File: src/rtl/multicycle_control_fsm.sv
// Main control sequencer for the multi-cycle MIPS datapath: walks fetch/decode/
// execute/memory/writeback states and decodes the datapath control lines from the state.
module multicycle_control_fsm (
    input  logic       clk,
    input  logic       rst_n,
    input  logic [5:0] opcode,
    input  logic       mem_ready,
    output logic       PCWrite,
    output logic       PCWriteCond,
    output logic       IorD,
    output logic       MemRead,
    output logic       MemWrite,
    output logic       IRWrite,
    output logic       MemToReg,
    output logic       RegDst,
    output logic       RegWrite,
    output logic       ALUSrcA,
    output logic [1:0] ALUSrcB,
    output logic [1:0] ALUOp,
    output logic [1:0] PCSource,
    output logic       instr_done,
    output logic       illegal_op
);

    typedef enum logic [3:0] {
        INIT   = 4'd0,
        FETCH  = 4'd1,
        DECODE = 4'd2,
        MEMADR = 4'd3,
        MEMRD  = 4'd4,
        MEMWB  = 4'd5,
        MEMWR  = 4'd6,
        EXEC   = 4'd7,
        RWB    = 4'd8,
        BRANCH = 4'd9,
        JUMP   = 4'd10,
        ADDIEX = 4'd11,
        ADDIWB = 4'd12
    } stateT;

    localparam logic [5:0] OP_RTYPE = 6'b000000;
    localparam logic [5:0] OP_LW    = 6'b100011;
    localparam logic [5:0] OP_SW    = 6'b101011;
    localparam logic [5:0] OP_BEQ   = 6'b000100;
    localparam logic [5:0] OP_J     = 6'b000010;
    localparam logic [5:0] OP_ADDI  = 6'b001000;

    stateT stateR;
    stateT nextS;

    // State register; reset forces INIT so every write strobe drops at once
    always_ff @(posedge clk or negedge rst_n) begin
        if (!rst_n) begin
            stateR <= INIT;
        end else begin
            stateR <= nextS;
        end
    end

    // Next-state selection and Moore control decode
    always_comb begin
        nextS       = FETCH;
        PCWrite     = 1'b0;
        PCWriteCond = 1'b0;
        IorD        = 1'b0;
        MemRead     = 1'b0;
        MemWrite    = 1'b0;
        IRWrite     = 1'b0;
        MemToReg    = 1'b0;
        RegDst      = 1'b0;
        RegWrite    = 1'b0;
        ALUSrcA     = 1'b0;
        ALUSrcB     = 2'b00;
        ALUOp       = 2'b00;
        PCSource    = 2'b00;
        instr_done  = 1'b0;
        illegal_op  = 1'b0;

        case (stateR)
            INIT: begin
                nextS = FETCH;
            end
            FETCH: begin
                MemRead = 1'b1;
                ALUSrcB = 2'b01;
                if (mem_ready) begin
                    IRWrite = 1'b1;
                    PCWrite = 1'b1;
                    nextS   = DECODE;
                end else begin
                    nextS   = FETCH;
                end
            end
            DECODE: begin
                // Branch target is precomputed here so BRANCH can use ALUOut
                ALUSrcB = 2'b11;
                case (opcode)
                    OP_RTYPE:     nextS = EXEC;
                    OP_LW, OP_SW: nextS = MEMADR;
                    OP_BEQ:       nextS = BRANCH;
                    OP_J:         nextS = JUMP;
                    OP_ADDI:      nextS = ADDIEX;
                    default: begin
                        illegal_op = 1'b1;
                        nextS      = FETCH;
                    end
                endcase
            end
            MEMADR: begin
                ALUSrcA = 1'b1;
                ALUSrcB = 2'b10;
                if (opcode == OP_LW) begin
                    nextS = MEMRD;
                end else if (opcode == OP_SW) begin
                    nextS = MEMWR;
                end else begin
                    nextS = FETCH;
                end
            end
            MEMRD: begin
                MemRead = 1'b1;
                IorD    = 1'b1;
                if (mem_ready) begin
                    nextS = MEMWB;
                end else begin
                    nextS = MEMRD;
                end
            end
            MEMWB: begin
                RegWrite   = 1'b1;
                MemToReg   = 1'b1;
                instr_done = 1'b1;
                nextS      = FETCH;
            end
            MEMWR: begin
                MemWrite = 1'b1;
                IorD     = 1'b1;
                if (mem_ready) begin
                    instr_done = 1'b1;
                    nextS      = FETCH;
                end else begin
                    nextS      = MEMWR;
                end
            end
            EXEC: begin
                ALUSrcA = 1'b1;
                ALUOp   = 2'b10;
                nextS   = RWB;
            end
            RWB: begin
                RegDst     = 1'b1;
                RegWrite   = 1'b1;
                instr_done = 1'b1;
                nextS      = FETCH;
            end
            BRANCH: begin
                ALUSrcA     = 1'b1;
                ALUOp       = 2'b01;
                PCWriteCond = 1'b1;
                PCSource    = 2'b01;
                instr_done  = 1'b1;
                nextS       = FETCH;
            end
            JUMP: begin
                PCWrite    = 1'b1;
                PCSource   = 2'b10;
                instr_done = 1'b1;
                nextS      = FETCH;
            end
            ADDIEX: begin
                ALUSrcA = 1'b1;
                ALUSrcB = 2'b10;
                nextS   = ADDIWB;
            end
            ADDIWB: begin
                RegWrite   = 1'b1;
                instr_done = 1'b1;
                nextS      = FETCH;
            end
            default: begin
                // Unused codes recover through FETCH with all controls idle
                nextS = FETCH;
            end
        endcase
    end

endmodule

File: config.mk
export PLATFORM = sky130hd
export DESIGN_NAME = multicycle_control_fsm
export DESIGN_NICKNAME = d
export VERILOG_FILES = /design/src/rtl/multicycle_control_fsm.sv
export SDC_FILE = /design/constraint.sdc
export NUM_CORES = 1
export LEC_CHECK = 0
export CORE_MARGIN = 2
export CORE_UTILIZATION = 39
export DETAILED_ROUTE_END_ITERATION = 7
export MAX_ROUTING_LAYER = met4
export PLACE_DENSITY = 0.74
export SYNTH_ARGS = -nofsm -noshare
export SYNTH_HDL_FRONTEND = slang
export SYNTH_SLANG_ARGS = --single-unit
File: constraint.sdc
create_clock -name clk -period 2.33 [get_ports clk]
set_clock_uncertainty 0.2 [all_clocks]
set_input_delay 0.5825 -clock clk [delete_from_list [all_inputs] [get_ports clk]]
set_output_delay 0.5825 -clock clk [all_outputs]
set_load 0.02 [all_outputs]
==> impl_metrics.json, run 1 <==
{
  "outcome": "finished with violations",
  "violations": "negative setup slack",
  "async_reset_ff_frac": 1.00,
  "synth_ff_type": "dfrtp_1",
  "dp_cells": 142,
  "clock-sinks": 4,
  "p_per_area_mw_per_mm2": 700,
  "remaining_drc_errors": 0,
  "drt_iter0_markers": 18,
  "grt-ovfl-total": 0,
  "placeableCoreArea_mm2": 0.00132,
  "worst_hold_path_type": "primary input to asynchronous set/reset pin",
  "rows": 13,
  "ir_drop_v": 0.000476,
  "instances_no_fill": 145,
  "grt_pass1_wl_um": 3320,
  "synth_area_um2": 558,
  "routabilityCongestion": 0.843,
  "ys_types": 40,
  "clkTransAtPathRegs_ns": 0.04,
  "grt_setup_unrepaired": "true",
  "fp.dieArea_mm2": 0.00175,
  "critPathCaptureType": "output pin",
  "die_h_um": 41.8,
  "comb_power_share": 0.730,
  "worstPathMaxFanout": 2,
  "reg2regPathDepth": 4,
  "critPathLaunchType": "primary input",
  "clock.fmax_mhz": 414,
  "slew_viol_final": 0,
  "grt_max_degree": 14,
  "viasPerCell": 5.55,
  "maxCapViolations": 0,
  "fin_crit_sh": 1.04,
  "fin_crit_ns": 2.42,
  "final-hold-violation-count": 0,
  "required_ns": 1.55,
  "seq_area_frac_synth": 0.179,
  "grt_pass1_vias": 763,
  "layout.cells.most_common": "buf_4",
  "power_switching_mw": 0.314,
  "root_buffer": "clkbuf_4",
  "yosys_warnings": 0,
  "vias": 805,
  "clockBufferDepth": 2,
  "die_w_um": 41.8,
  "synth.avg_cell_area_um2": 6.98,
  "layout_common_cells": "buf_4 (28), nor2_1 (11), clkbuf_2 (10)",
  "antenna_cells": 0,
  "worstPathArrival_ns": 1.63,
  "p_clk_frac": 0.123,
  "grt.total_usage": 0.248,
  "top_register": "stateR",
  "place_hpwl_um": 1490,
  "ys_ff_latch": 4,
  "slew_headroom": 0.790,
  "postCtsSetupRepairBufs": 0,
  "numPortBuffers": 26,
  "cts_hold_buf": 0,
  "p_int_mw": 0.371,
  "stdcell_area_um2": 978,
  "setup_slack_ns": -0.0855,
  "cts_buffers": 3,
  "tightest_slew_ns": 0.313,
  "cts_tree": "built",
  "hold_ws_ns": 0.350,
  "routed_wl_um": 1990,
  "place_area_mm2": 0.00102,
  "drive_gt1_frac": 0.462,
  "avgRoutedWirePerCell_um": 13.7,
  "p_total_mw": 0.685,
  "leakagePower_nw": 0.468,
  "setup_viol": 1,
  "swShare": 0.458,
  "p_seq_frac": 0.147,
  "utilization": 0.743,
  "synth_nets": 89,
  "start_util": 0.424,
  "synth_edf_count": 0,
  "postRouteAntennaNets": 0,
  "drt_first_pass_iters": 4,
  "synthCells": 80,
  "largest_reg_flops": 4,
  "area.growth.synth_to_final_pct": 75.3,
  "h-tree-depth": 1,
  "reg_top3": "stateR: 4 flops",
  "worstSetupPathType": "primary input to output pin",
  "antenna_found_initial": 0,
  "io-pin-count": 27,
  "clk_latency_ns": 0.23,
  "nets": 141
}
==> synthesized netlist by cell type, types with 3 or more instances <==
master    instances  area [µm²]
buf_2             3        15.0
dfrtp_1           4         100
nor3_1            4        20.0
nand2_1           3        11.3
or3_1             3        18.8
nand2b_1          4        25.0
o21ai_0           5        25.0
a21oi_1           5        25.0
nor2_1           12        45.0
==> area by class of cell <==
class | instances | area (µm²)
clock buffers | 3 | 22.5
multi-input cells | 67 | 445
well taps | 15 | 18.8
repair buffers | 53 | 380
fillers | 113 | 339
flip-flops and latches | 4 | 100
inverters | 3 | 11.3
==> power by group through the flow <==
stage	Clock [mW]	Combinational [mW]	Sequential, mW
floorplan	0	0.274	0.100
global placement	0	0.525	0.0988
detailed placement	0	0.534	0.101
CTS	0.0902	0.498	0.100
global route	0.0958	0.536	0.105
finish	0.0844	0.500	0.101
==> layer usage <==
metal	vias up	routed length (µm)	track usage
li1	396	-	-
met1	379	849	0.289
met2	28	1040	0.403
met3	2	97	0.0391
met4	0	10	0.135
met5	-	0	-
==> repair_timing <==
action,4_1_cts,5_1_grt
setup endpoints to repair,18,11
gates resized for setup,52,31
pin swaps,3,4
==> worst paths after layout <==
kind	slack (ns)	start	end
worst max-delay path	-0.09	opcode[1]	illegal_op
worst min-delay path	0.35	rst_n	stateR[3]
worst max register to register	0.54	stateR[0]	stateR[3]
worst min register to register	0.54	stateR[0]	stateR[2]
max in group asynchronous	1.41	rst_n	stateR[0]
min in group clk	0.54	stateR[0]	stateR[2]
==> worst max-delay path, cell delays in order <==
cell and delay (ns):
buf_6 0.09, or4b_4 0.53, a21boi_2 0.18, a2111oi_4 0.07, buf_4 0.17
==> kinds of logic (layout without fill, tap and decap cells) <==
logic type             Yosys count  count (layout)  share of synthesized area
AND/OR/NAND/NOR                 39              39                      0.386
buffers and inverters            9              59                     0.0874
AO/OA/AOI/OAI                   26              26                      0.316
flip-flops                       4               4                      0.179
XOR/XNOR                         2               2                     0.0314
==> per-stage QoR <==
stage	worst slack, ns	TNS (ns)
2_1_floorplan	0.0491	0
3_3_place_gp	-0.882	-3.28
3_5_place_dp	-0.970	-3.56
4_1_cts	-0.222	-0.222
5_1_grt	-0.109	-0.109
6_report	-0.0855	-0.0855
Note: power is estimated with default switching activity, not from simulation.
==> inputs of run 2 (changes only) <==
--- a/config.mk
+++ b/config.mk
@@ -5,6 +5,7 @@
 export SDC_FILE = /design/constraint.sdc
 export NUM_CORES = 1
 export LEC_CHECK = 0
+export CAP_MARGIN = 20
 export CORE_MARGIN = 2
 export CORE_UTILIZATION = 39
 export DETAILED_ROUTE_END_ITERATION = 7
==> results of run 2 <==
Final layout, timing and power as in run 1 (identical DEF).
